[config.mk]
export PLATFORM = sky130hd
export DESIGN_NAME = dynamic_output_rr_arbiter
export DESIGN_NICKNAME = d
export VERILOG_FILES = /design/src/rtl/dynamic_output_rr_arbiter_pkg.sv /design/src/rtl/dynamic_output_rr_arbiter_rr.sv /design/src/rtl/dynamic_output_rr_arbiter.sv
export SDC_FILE = /design/constraint.sdc
export NUM_CORES = 1
export LEC_CHECK = 0
export CAP_MARGIN = 5
export CORE_AREA = 2 2 137 139
export DETAILED_ROUTE_END_ITERATION = 7
export DIE_AREA = 0 0 139 141
export PLACE_DENSITY = 0.44
export REMOVE_ABC_BUFFERS = 1
export SLEW_MARGIN = 20
export SYNTH_ARGS = -nofsm -noshare
export SYNTH_HDL_FRONTEND = slang
export SYNTH_SLANG_ARGS = --single-unit
[constraint.sdc]
create_clock -name clk -period 19.2 [get_ports clk]
set_input_delay 2.88 -clock clk [delete_from_list [all_inputs] [get_ports clk]]
set_output_delay 2.88 -clock clk [all_outputs]
set_load 0.03 [all_outputs]
[src/rtl/dynamic_output_rr_arbiter_pkg.sv]
// rtl/dynamic_output_rr_arbiter_pkg.sv - shared types, defaults and config checks for the output-port scheduler
package dynamic_output_rr_arbiter_pkg;

   typedef enum logic {
      ST_IDLE   = 1'b0,
      ST_LOCKED = 1'b1
   } state_e;

   localparam int DEF_NUM_IN       = 5;
   localparam int DEF_BUFFER_DEPTH = 4;
   localparam int DEF_CREDIT_W     = 3;

   // The counter must be able to hold the full downstream depth.
   function automatic bit credit_width_ok(input int depth, input int width);
      return depth < (1 << width);
   endfunction

endpackage

[src/rtl/dynamic_output_rr_arbiter_rr.sv]
// rtl/dynamic_output_rr_arbiter_rr.sv - combinational round-robin picker: first request after ptr wins
module dynamic_output_rr_arbiter_rr #(
   parameter int N  = 5,
   parameter int PW = (N > 1) ? $clog2(N) : 1
) (
   input  logic [N-1:0]  req,
   input  logic [PW-1:0] ptr,
   output logic [N-1:0]  gnt
);

   logic found;

   // Offset i walks ptr+1, ptr+2, ... so the last winner has lowest priority.
   always_comb begin
      gnt   = '0;
      found = 1'b0;
      for (int i = 0; i < N; i++) begin
         for (int j = 0; j < N; j++) begin
            if (!found && req[j] && (j == ((int'(ptr) + 1 + i) % N))) begin
               gnt[j] = 1'b1;
               found  = 1'b1;
            end
         end
      end
   end

endmodule

[src/rtl/dynamic_output_rr_arbiter.sv]
// rtl/dynamic_output_rr_arbiter.sv - wormhole output scheduler: per-packet rr grant plus yummy credit counter
module dynamic_output_rr_arbiter
   import dynamic_output_rr_arbiter_pkg::*;
#(
   parameter int NUM_IN       = DEF_NUM_IN,
   parameter int BUFFER_DEPTH = DEF_BUFFER_DEPTH,
   parameter int CREDIT_W     = DEF_CREDIT_W
) (
   input  logic                clk,
   input  logic                reset,
   input  logic [NUM_IN-1:0]   route_req_in,
   input  logic [NUM_IN-1:0]   tail_in,
   input  logic [NUM_IN-1:0]   valid_in,
   input  logic                default_ready,
   input  logic                yummy_in,
   output logic [NUM_IN-1:0]   grant_out,
   output logic                valid_out,
   output logic [NUM_IN-1:0]   thanks_out,
   output logic [CREDIT_W-1:0] credits_out,
   output logic                ec_wants_to_send_but_cannot,
   output logic                credit_err
);

   localparam int PW = (NUM_IN > 1) ? $clog2(NUM_IN) : 1;
   localparam logic [CREDIT_W-1:0] FULL_CREDITS = CREDIT_W'(BUFFER_DEPTH);

   generate
      if (!credit_width_ok(BUFFER_DEPTH, CREDIT_W)) begin : g_bad_cfg
         $error("CREDIT_W too narrow for BUFFER_DEPTH");
      end
   endgenerate

   state_e              state_q, state_d;
   logic [NUM_IN-1:0]   owner_q, owner_d;
   logic [PW-1:0]       ptr_q, ptr_d;
   logic [CREDIT_W-1:0] credits_q, credits_d;
   logic                credit_err_q, credit_err_d;

   logic [NUM_IN-1:0]   arb_gnt;
   logic [PW-1:0]       win_idx;
   logic                locked, owner_has_flit, owner_tail, send;

   dynamic_output_rr_arbiter_rr #(.N(NUM_IN), .PW(PW)) u_rr (
      .req (route_req_in & valid_in),
      .ptr (ptr_q),
      .gnt (arb_gnt)
   );

   always_comb begin
      win_idx = '0;
      for (int j = 0; j < NUM_IN; j++) begin
         if (arb_gnt[j]) win_idx = PW'(j);
      end
   end

   // Send qualification uses only the registered credit count, never yummy_in.
   assign locked         = (state_q == ST_LOCKED);
   assign owner_has_flit = |(owner_q & valid_in);
   assign owner_tail     = |(owner_q & tail_in);
   assign send           = locked && owner_has_flit && (credits_q != '0);

   always_comb begin
      state_d      = state_q;
      owner_d      = owner_q;
      ptr_d        = ptr_q;
      credits_d    = credits_q;
      credit_err_d = credit_err_q;

      case (state_q)
         ST_IDLE: begin
            if (default_ready && (|arb_gnt)) begin
               state_d = ST_LOCKED;
               owner_d = arb_gnt;
               ptr_d   = win_idx;
            end
         end
         ST_LOCKED: begin
            if (send && owner_tail) begin
               state_d = ST_IDLE;
               owner_d = '0;
            end
         end
         default: begin
            state_d = ST_IDLE;
            owner_d = '0;
         end
      endcase

      case ({yummy_in, send})
         2'b10: begin
            if (credits_q == FULL_CREDITS) credit_err_d = 1'b1;
            else                           credits_d    = credits_q + CREDIT_W'(1);
         end
         2'b01:   credits_d = credits_q - CREDIT_W'(1);
         default: credits_d = credits_q;
      endcase
   end

   always_ff @(posedge clk) begin
      if (reset) begin
         state_q      <= ST_IDLE;
         owner_q      <= '0;
         ptr_q        <= PW'(NUM_IN - 1);
         credits_q    <= FULL_CREDITS;
         credit_err_q <= 1'b0;
      end else begin
         state_q      <= state_d;
         owner_q      <= owner_d;
         ptr_q        <= ptr_d;
         credits_q    <= credits_d;
         credit_err_q <= credit_err_d;
      end
   end

   assign grant_out                   = owner_q;
   assign valid_out                   = send;
   assign thanks_out                  = owner_q & {NUM_IN{send}};
   assign credits_out                 = credits_q;
   assign ec_wants_to_send_but_cannot = locked && owner_has_flit && (credits_q == '0);
   assign credit_err                  = credit_err_q;

endmodule
### Word-level counts from Yosys, hierarchy flattened

Cells that the tools add are included.

| word-level totals | value |
|---|---|
| bits of input ports | 19 |
| register bits after elaboration | 13 |
| output and inout bits | 16 |

| cells by class | value |
|---|---|
| equal/unequal tests | 26 |
| add/sub/neg operators | 7 |
| div/mod/pow operators | 5 |
| muxes and demuxes | 60 |
| bitwise gates (word level) | 5 |
| reductions and logical operators | 93 |

Operators with widths:

| operator | count |
|---|---|
| $eq 3x32->1 const A | 10 |
| $eq 2x32->1 const A | 5 |
| $eq 4x32->1 const A | 5 |
| $logic_not 32->1 | 5 |
| $mod 32x4->32 const B | 5 |
| $add 32x3->32 const B | 2 |
| $logic_and 1x1->1 | 54 |
| $mux 1 | 51 |
| $add 32x2->32 const B | 1 |
| $add 32x4->32 const B | 1 |
| $logic_not 1->1 | 24 |
| $and 5x5->5 | 4 |
| $reduce_or 5->1 | 3 |
| $mux 5 | 2 |
| $pmux 5 s2 | 1 |
| $mux 3 | 3 |
| $reduce_and 2->1 | 4 |
| $pmux 3 s2 | 1 |
| $add 3x1->4 const B | 1 |
| $ne 2x2->1 const B | 2 |
| $add 3x1->3 const B | 1 |
| $eq 3x3->1 const B | 1 |
| $logic_not 3->1 | 1 |
| $reduce_bool 3->1 | 1 |
| 8 further kinds | 8 |

### Depth between registers and ports, before layout

Gate-level depths: netlist (run 1).

| depth | value |
|---|---|
| depth after elaboration | 105 |
| gate-level depth with buffers | 35 |
| depth with buffers taken out | 30 |

### Hierarchy

Synthesis (run 1) repeated with hierarchy kept, for this count alone.

| second synthesis, totals | value |
|---|---|
| cell total of the unflattened synthesis | 722 |
| area total of the unflattened synthesis | 4,994.8 um^2 |

By module, submodules not included:

| module | instances | sequential area each (um^2) | area an instance (um^2) | cells an instance |
|---|---|---|---|---|
| dynamic_output_rr_arbiter_rr | 1 | 0.0 | 4,219.0 | 629 |
| dynamic_output_rr_arbiter | 1 | 260.2 | 775.7 | 93 |

### Worst setup path before layout (run 1)

Ideal clock, no wire load.

| timing path | value |
|---|---|
| path kind | register to register |
| start point | register ptr_q[0] |
| end point | register ptr_q[2] |
| clock period less this slack | 7,959 ps |
| cell stages (with the launch flop) | 36 |
| arrival time | 7,840 ps |
| data required time | 19,080 ps |
| setup slack | 11,241 ps |
| cell sequence | dfxtp_1 > buf_4 > buf_2 > inv_1 > clkbuf_1 > ha_1 > buf_2 > inv_1 > clkbuf_1 > ha_1 > nor3_2 > a31oi_4 > inv_2 > ha_1 > nor2_1 > nor2_1 > xnor2_1 > ha_1 > o21a_1 > nor2_1 > a21oi_1 > a21oi_1 > a21oi_1 > or2_2 > inv_1 > ha_1 > a31o_2 > nand4_4 > nor3_4 > mux2_1 > a31oi_1 > nand2_1 > or4_4 > o311a_4 > a21o_4 > a211o_1 |

| on the way | value |
|---|---|
| cells in the longest elaborated chain, start to end | 104 |
| elaborated cells between the ends (all ways) | 160 |

RTL lines:

| what | line | text |
|---|---|---|
| start: declaration | dynamic_output_rr_arbiter.sv:35 | `logic [PW-1:0] ptr_q, ptr_d;` |
| start signal: assignment | dynamic_output_rr_arbiter.sv:103 | `ptr_q <= PW'(NUM_IN - 1);` |
| start signal: assignment | dynamic_output_rr_arbiter.sv:109 | `ptr_q <= ptr_d;` |
| $add 3x1->4 * | dynamic_output_rr_arbiter_rr.sv:19 | `if (!found && req[j] && (j == ((int'(ptr) + 1 + i) % N))) begin` |
| $mod 32x4->32 | dynamic_output_rr_arbiter_rr.sv:19 |  |
| $logic_not 32->1 | dynamic_output_rr_arbiter_rr.sv:19 |  |
| $logic_and 1x1->1 | dynamic_output_rr_arbiter_rr.sv:19 |  |
| $mux 1 | dynamic_output_rr_arbiter_rr.sv:19 |  |
| $logic_not 1->1 | dynamic_output_rr_arbiter_rr.sv:19 |  |
| $logic_and 1x1->1 (2 in a row) | dynamic_output_rr_arbiter_rr.sv:19 |  |
| $mux 1 | dynamic_output_rr_arbiter_rr.sv:19 |  |
| [... 85 more ...] | - |  |
| $logic_and 1x1->1 (2 in a row) | dynamic_output_rr_arbiter_rr.sv:19 |  |
| $mux 1 | dynamic_output_rr_arbiter_rr.sv:19 |  |
| $logic_not 1->1 | dynamic_output_rr_arbiter_rr.sv:19 |  |
| $logic_and 1x1->1 (2 in a row) | dynamic_output_rr_arbiter_rr.sv:19 |  |
| $mux 1 | dynamic_output_rr_arbiter_rr.sv:19 |  |
| $reduce_or 5->1 | dynamic_output_rr_arbiter.sv:71 | `if (default_ready && (\|arb_gnt)) begin` |
| $logic_and 1x1->1 | dynamic_output_rr_arbiter.sv:71 |  |
| $reduce_and 2->1 (no line) | - |  |

Mark *: on every way between the ends. The rest lies on a longest branch, timed or not.
A chain may end at the register's enable or synchronous reset.

### Worst setup path after layout (run 1)

Same ends and word-level chain as after synthesis.

==> results summary, run 1 <==
The startpoint identified for the worst register-to-register timing path is ptr_q[0]. After clock tree synthesis, the flow added hold-fix buffers numbering 0. The final max-slew violation count is 0.

The wire length of the first global-routing pass came out at 30200 um. Clock-pin slew was measured on the worst setup and hold paths at 0.04 ns. The effective utilization at floorplan is 29.1%. The share of layout cells above drive strength 1 came out at 10.8%.

The number of global-route vias before repair is 5772. The XOR/XNOR share of the synthesized area came out at 4.85%. The largest net degree at the start of global routing came out at 29. The initial DRC count is 571. The count of unresolved DRC violations after routing is 0. The startpoint-to-endpoint class of the critical path is reg2reg. The boundary pin count is 35. The total track usage is 18.4%. The pin slew with the least headroom to its limit is 0.962 ns.

For the worst setup path, the data required time is 19.33 ns. The number of cells traversed by the worst hold path came out at 2. In the final layout, the multi-input gates occupy 4720 um^2. The flow ran to the end, and the final reports show no timing, DRC or antenna violations. The met3 wire length came out at 901 um. The sequential cell area is 262 um^2. The number of diodes is 0.

The cell count after synthesis is 737. After synthesis, the largest family of logic cells by area is compound AO/OA/AOI/OAI gates. The count of endpoints failing hold in the final timing report is 0. The post-synthesis area per instance is 7.22 um^2.

The fill cell instance count of the final layout came out at 1976. For hold timing, the worst endpoint is credit_err. The total congestion overflow came out at 0. The core outline area came out at 18300 um^2. The number of flops mapped to enable cells by yosys is 0. Among all flip-flop cells after synthesis, the most frequent one is sky130_fd_sc_hd__dfxtp_1. After layout, the worst path uses 48.2% of the clock period. Among all stages on the critical path, the largest delay is contributed by sky130_fd_sc_hd__ha_1. The buffers inserted during post-CTS setup optimization came out at 0. The antenna violation net count after detailed routing came out at 0. The clock reaches the later pin of the worst-skew pair after 0.24 ns. The initial antenna violation count was 0. The most common cell type on the critical path is sky130_fd_sc_hd__ha_1. Across the run, the number of max-cap violations was 0. Along the worst path, the maximum fanout reaches 28.

The class of the worst hold path is reg2reg. The slack of the worst reg-to-reg path is 9.94 ns. The vias after detailed routing came out at 6023. The count of TritonRoute iterations in the first routing pass came out at 5.

Setup repair after global routing left no endpoint under its margin. The root buffer cell chosen for the clock tree is sky130_fd_sc_hd__clkbuf_16. The area of the mapped netlist is 5320 um^2. From synthesis to final layout, the design area changed by 11.1%.

The largest stage delay on the critical path is 0.72 ns. The congestion estimate from routability-driven global placement came to 0.928. The count of input and output buffers is 34.

The total length of routed met2 wires came out at 9080 um. The final count of negative-setup-slack endpoints is 0. The final critical delay including setup and external delays is 9.26 ns.

TritonCTS built the clock tree. The average wire per standard cell is 19.2 um. The number of gates resized after CTS was 0. The register bit count reported by yosys is 13.

The post-detailed-placement half-perimeter wirelength is 14900 um. The worst register-to-register path ends at ptr_q[2]. After Yosys synthesis, and, or, nand and nor cells account for 30.1% of the synthesized area. The origin of the worst min-delay path is credit_err. The floorplan die area is 19600 um^2.

The number of nets in the layout is 808. The worst path arrival time came out at 9.38 ns. The width of the die came out at 139 um. In this run the number of H-tree levels came out at 1. The number of vias per cell after detailed routing is 6.13. The worst setup path is launched from a register. The most common cell after layout, fill and taps aside is sky130_fd_sc_hd__nand2_1. The compound-gate portion of the synthesized area is 39.6%. The number of buffers on the longest clock path came out at 2. The synthesized netlist devotes 9.74% of its cell area to adder and majority cells.

The cell depth of the worst flop-to-flop path came out at 30. The async set-or-reset flop fraction in the synthesized netlist is 0%. The worst clock skew is 0.00267 ns. The share of cell area taken by muxes after synthesis came out at 4.49%. The wire length on met1 came out at 8360 um. The maximum clock frequency came out at 0.108 GHz. The fraction of the yosys area taken by sequential cells is 4.89%. Counting the buffers created by CTS gives 3.

The top cell types in the final layout, fill and taps aside, are sky130_fd_sc_hd__nand2_1, sky130_fd_sc_hd__nor2_1, sky130_fd_sc_hd__o21ai_0, sky130_fd_sc_hd__a21oi_1. The vertical die dimension came out at 141 um. Yosys printed 0 warnings.

The floorplan has 50 rows. The remaining max-slew budget at the tightest pin came out at 35.0%. The clock sink total came out at 13. The setup TNS after final layout came out at 0 ns.

The top routing layer in use is met4. The worst setup path is captured at a register. The routed design has 18800 um of wire.

Yosys mapped the design onto 116 distinct sky130hd cell types.
[logic make-up after synthesis]
kind of cell,Yosys count
buffers and inverters,77
multiplexers,23
adder cells (fa/ha/maj),41
XOR/XNOR,26
flip-flops,13
AND/OR/NAND/NOR,288
AO/OA/AOI/OAI,269
[Yosys cell counts, types with 6 or more instances]
cell                       instances  share of area (%)
sky130_fd_sc_hd__a211oi_1         11                1.6
sky130_fd_sc_hd__a21o_1           14                2.0
sky130_fd_sc_hd__a21oi_1          41                3.9
sky130_fd_sc_hd__a22oi_1           8                1.1
sky130_fd_sc_hd__a31o_2            7                1.2
sky130_fd_sc_hd__a41oi_1           6               0.99
sky130_fd_sc_hd__and2_1           14                1.6
sky130_fd_sc_hd__and3_1           12                1.4
sky130_fd_sc_hd__buf_2             6               0.56
sky130_fd_sc_hd__buf_4             6               0.85
sky130_fd_sc_hd__clkbuf_1         15                1.1
sky130_fd_sc_hd__dfxtp_1          13                4.9
sky130_fd_sc_hd__ha_1             39                9.2
sky130_fd_sc_hd__inv_1            39                2.8
sky130_fd_sc_hd__mux2i_1          16                3.0
sky130_fd_sc_hd__nand2_1          73                5.2
sky130_fd_sc_hd__nand2b_1          8               0.94
sky130_fd_sc_hd__nand3_1          24                2.3
sky130_fd_sc_hd__nand3b_1          8                1.1
sky130_fd_sc_hd__nand4_1          11                1.3
sky130_fd_sc_hd__nor2_1           49                3.5
sky130_fd_sc_hd__nor2b_1           6               0.71
sky130_fd_sc_hd__nor3_1           17                1.6
sky130_fd_sc_hd__nor3b_1           6               0.85
sky130_fd_sc_hd__nor4_1            7               0.82
sky130_fd_sc_hd__o211ai_1         11                1.6
sky130_fd_sc_hd__o21a_1            7               0.99
sky130_fd_sc_hd__o21ai_0          42                4.0
sky130_fd_sc_hd__o21ai_1           6               0.56
sky130_fd_sc_hd__o22ai_1           7               0.82
sky130_fd_sc_hd__o31ai_1           6               0.85
sky130_fd_sc_hd__or3_1            11                1.3
sky130_fd_sc_hd__xnor2_1          20                3.3
[area by class of cell]
type / count / area share, %
well taps: 234 / 4.96
repair buffers: 40 / 6.52
flip-flops and latches: 13 / 4.43
inverters: 44 / 2.84
multi-input cells: 647 / 79.9
clock buffers: 4 / 1.33
[how the worst max path moves through the flow]
stage / from / end / slack, ns
finish: ptr_q[0] / ptr_q[2] / 9.94
global route: ptr_q[0] / ptr_q[2] / 9.27
CTS: ptr_q[0] / ptr_q[2] / 9.96
detailed placement: ptr_q[0] / ptr_q[2] / 10.02
global placement: ptr_q[0] / ptr_q[2] / 10.30
floorplan: ptr_q[0] / ptr_q[2] / 10.25
[worst max-delay path: cells and delay by family, from the launching register on]
kind                     cells  cell delay, ns
AO/OA/AOI/OAI               11            2.84
XOR/XNOR                     1            0.17
buffers and inverters        4            0.98
flip-flops                   1            0.67
adder cells (fa/ha/maj)      5            2.16
AND/OR/NAND/NOR              8            1.96
multiplexers                 1            0.36
[per-layer routing]
metal / global-route usage, % / vias up
li1: - / 2876
met1: 24.0 / 2895
met2: 32.9 / 220
met3: 0.985 / 32
met4: 5.16 / 0
met5: 0 / -
[metrics by stage]
stage	cell area, um^2	cells	worst slack, ns	hold WS [ns]	util [%]
after floorplan	5150	704	10.25	0.447	-
after CTS	5910	982	9.96	0.475	32.3
after global routing	5910	982	9.27	0.517	32.3
after global placement	5830	978	10.30	0.459	31.9
final	5910	982	9.94	0.469	32.3
after detailed placement	5830	978	10.02	0.465	31.9
[sequential cells by signal (all words and copies together), names as in the netlist]
register	count
ptr_q	3
credit_err	1
grant_out	5
locked	1
credits_out	3
Power of run 1 is left out: the tool's default activity adds up to more than one toggle a clock period on the data nets, which glitch-free logic cannot reach.
==> run 2, diff against run 1 <==
==> constraint.sdc (replaced) <==
create_clock -name clk -period 9.27 [get_ports clk]
set_input_delay 1.3905 -clock clk [delete_from_list [all_inputs] [get_ports clk]]
set_output_delay 1.3905 -clock clk [all_outputs]
set_load 0.03 [all_outputs]
==> run 2 against run 1 <==
Core utilization rose by 0.12 points. Register-to-register slack got worse by 8.8 ns. Non-clock buffer count rose by 3. Count of clock-buffer cells in the layout did not move. Design area rose by 0.38%. Largest cell class unchanged. Highest routed layer unchanged.
==> results summary, run 2 (synthesis gave the netlist of run 1 again) <==
The hold buffer count at CTS is 0 (unchanged). The sort of element at the start of the critical path is a register (unchanged). The count of TritonRoute iterations in the first routing pass came out at 5 (unchanged). The maximum clock frequency is 0.122 GHz (was 0.108 GHz). The post-detailed-placement half-perimeter wirelength is 15000 um (was 14900 um). The number of buffers on the longest clock path was 2 (unchanged). The required time of the critical path came to 9.40 ns (was 19.33 ns). The number of cell rows came out at 50 (unchanged). The endpoint class of the critical path is a register (unchanged). The count of endpoints failing hold in the final timing report is 0 (unchanged). The gate family responsible for the most delay along the worst path was compound AO/OA/AOI/OAI gates (unchanged). RSZ-0062 raised after global routing: no (unchanged). The pin slew with the least headroom to its limit is 0.951 ns (was 0.962 ns).

The post-route fraction of the period consumed by the critical path came out at 88.1% (was 48.2%). The largest stage delay on the critical path is 0.74 ns (was 0.72 ns). The worst clock skew is 0.00337 ns (was 0.00267 ns).

The setup TNS after final layout came out at 0 ns (unchanged). The routed wire length was 19100 um (was 18800 um). The total of cells resized after clock tree synthesis is 0 (unchanged). The library cell contributing the largest single delay on the critical path was sky130_fd_sc_hd__dfxtp_2 (was sky130_fd_sc_hd__ha_1). The clock buffer count from CTS is 3 (unchanged). The buffers inserted during post-CTS setup optimization is 0 (unchanged). The total congestion overflow came out at 0 (unchanged). The largest net degree at the start of global routing is 29 (unchanged). The most common cell type on the critical path was sky130_fd_sc_hd__ha_1 (unchanged). The number of diodes came out at 0 (unchanged).

The count of input and output buffers came to 34 (unchanged). The average wire per standard cell is 19.4 um (was 19.2 um). The final max-slew violation count is 0 (unchanged). The total track usage is 18.7% (was 18.4%). The number of maximum-capacitance constraint violations came to 0 (unchanged). The floorplan die area is 19600 um^2 (unchanged). The final count of negative-setup-slack endpoints came out at 0 (unchanged).

The vias after detailed routing is 6053 (was 6023). The critical path buffer and inverter count was 4 (unchanged). The antenna violation net count after detailed routing is 0 (unchanged).

The biggest fanout along the worst timing path was 28 (unchanged). The effective utilization at floorplan is 29.1% (unchanged). The wire length of the first global-routing pass is 30700 um (was 30200 um). The TritonCTS clock tree is built (unchanged).

The number of global-route vias before repair is 5800 (was 5772). The vertical die dimension is 141 um (unchanged). The number of nets in the layout came to 811 (was 808). The boundary pin count came out at 35 (unchanged). The routability-driven placement congestion ratio came out at 0.925 (was 0.928). The startpoint-to-endpoint class of the critical path is reg2reg (unchanged).

The worst path arrival time is 8.30 ns (was 9.38 ns). The most common cell after layout, fill and taps aside is sky130_fd_sc_hd__nand2_1 (unchanged). The final critical delay including setup and external delays came out at 8.17 ns (was 9.26 ns). The remaining max-slew budget at the tightest pin came out at 35.8% (was 35.0%). The slack of the worst reg-to-reg path came out at 1.10 ns (was 9.94 ns). The number of vias per cell after detailed routing came to 6.15 (was 6.13). The area added between synthesis and finish is 11.5% (was 11.1%). The clock latency on the worst-skew pair came out at 0.24 ns (about the same).

The flip-flop count of the largest register after layout came out at 5 (unchanged). The share of layout cells above drive strength 1 came out at 11.2% (was 10.8%). The clock sink total came out at 13 (unchanged). The clock transition time at the flip-flop clock pins of the worst setup and hold paths was 0.05 ns (was 0.04 ns). Highest-count cells in the layout ignoring fill and taps: sky130_fd_sc_hd__nand2_1, sky130_fd_sc_hd__nor2_1, sky130_fd_sc_hd__o21ai_0, sky130_fd_sc_hd__a21oi_1 (unchanged). The width of the die came to 139 um (unchanged). The class of the worst hold path is reg2reg (unchanged).

The total number of H-tree levels is 1 (unchanged). The count of unresolved DRC violations after routing came out at 0 (unchanged). Outcome: completed (unchanged).

The core outline area came to 18300 um^2 (unchanged). The initial DRC count is 585 (was 571). The initial antenna violation count came out at 1 (was 0). The clock root buffer was sky130_fd_sc_hd__clkbuf_16 (unchanged).
[run 2: cell types whose count changed in the layout (fill, tap and decap cells not counted)]
cell and change:
sky130_fd_sc_hd__buf_4 +3
[run 2: final cells by class]
cell class	instances	area [um^2]
Clock buffer	4	78.8
Fill cell	1973	12300
Inverter	44	168
Multi-Input combinational cell	647	4720
Sequential cell	13	262
Tap cell	234	293
Timing Repair Buffer	43	408
[run 2: worst paths after layout]
| check | cells after the start | start | endpoint |
|---|---|---|---|
| setup / recovery | 30 | ptr_q[0] | ptr_q[2] |
| hold / removal | 2 | credit_err | credit_err |
| setup reg to reg | 30 | ptr_q[0] | ptr_q[2] |
| hold reg to reg | 2 | credit_err | credit_err |
[run 2: routing by layer]
metal / global-route usage [%] / vias to the layer above / share of wire, %
met5: 0 / - / 0
met2: 31.0 / 230 / 45
met4: 5.53 / 0 / 2.6
met1: 25.9 / 2905 / 47
li1: - / 2886 / -
met3: 1.56 / 32 / 5.5
[run 2: worst reg2reg max path, delay by kind of cell (launching register included)]
kind | cells | cell delay [ns]
and+or+nand+nor | 8 | 1.93
buffers and inverters | 4 | 0.73
xor gates and xnor gates | 1 | 0.18
AOI/OAI and AO/OA | 11 | 2.74
muxes | 1 | 0.36
adders and majority gates | 5 | 1.42
DFF | 1 | 0.74
[run 2: per-stage QoR]
step | util, % | area (um^2) | hold slack, ns | instances | setup slack, ns
floorplan | - | 5150 | 0.447 | 704 | 0.317
global placement | 32.0 | 5850 | 0.458 | 981 | 1.40
detailed placement | 32.0 | 5850 | 0.477 | 981 | 1.22
CTS | 32.5 | 5930 | 0.492 | 985 | 1.17
global route | 32.5 | 5930 | 0.539 | 985 | 0.551
finish | 32.5 | 5930 | 0.487 | 985 | 1.10
Power of run 2 is left out for the same reason.
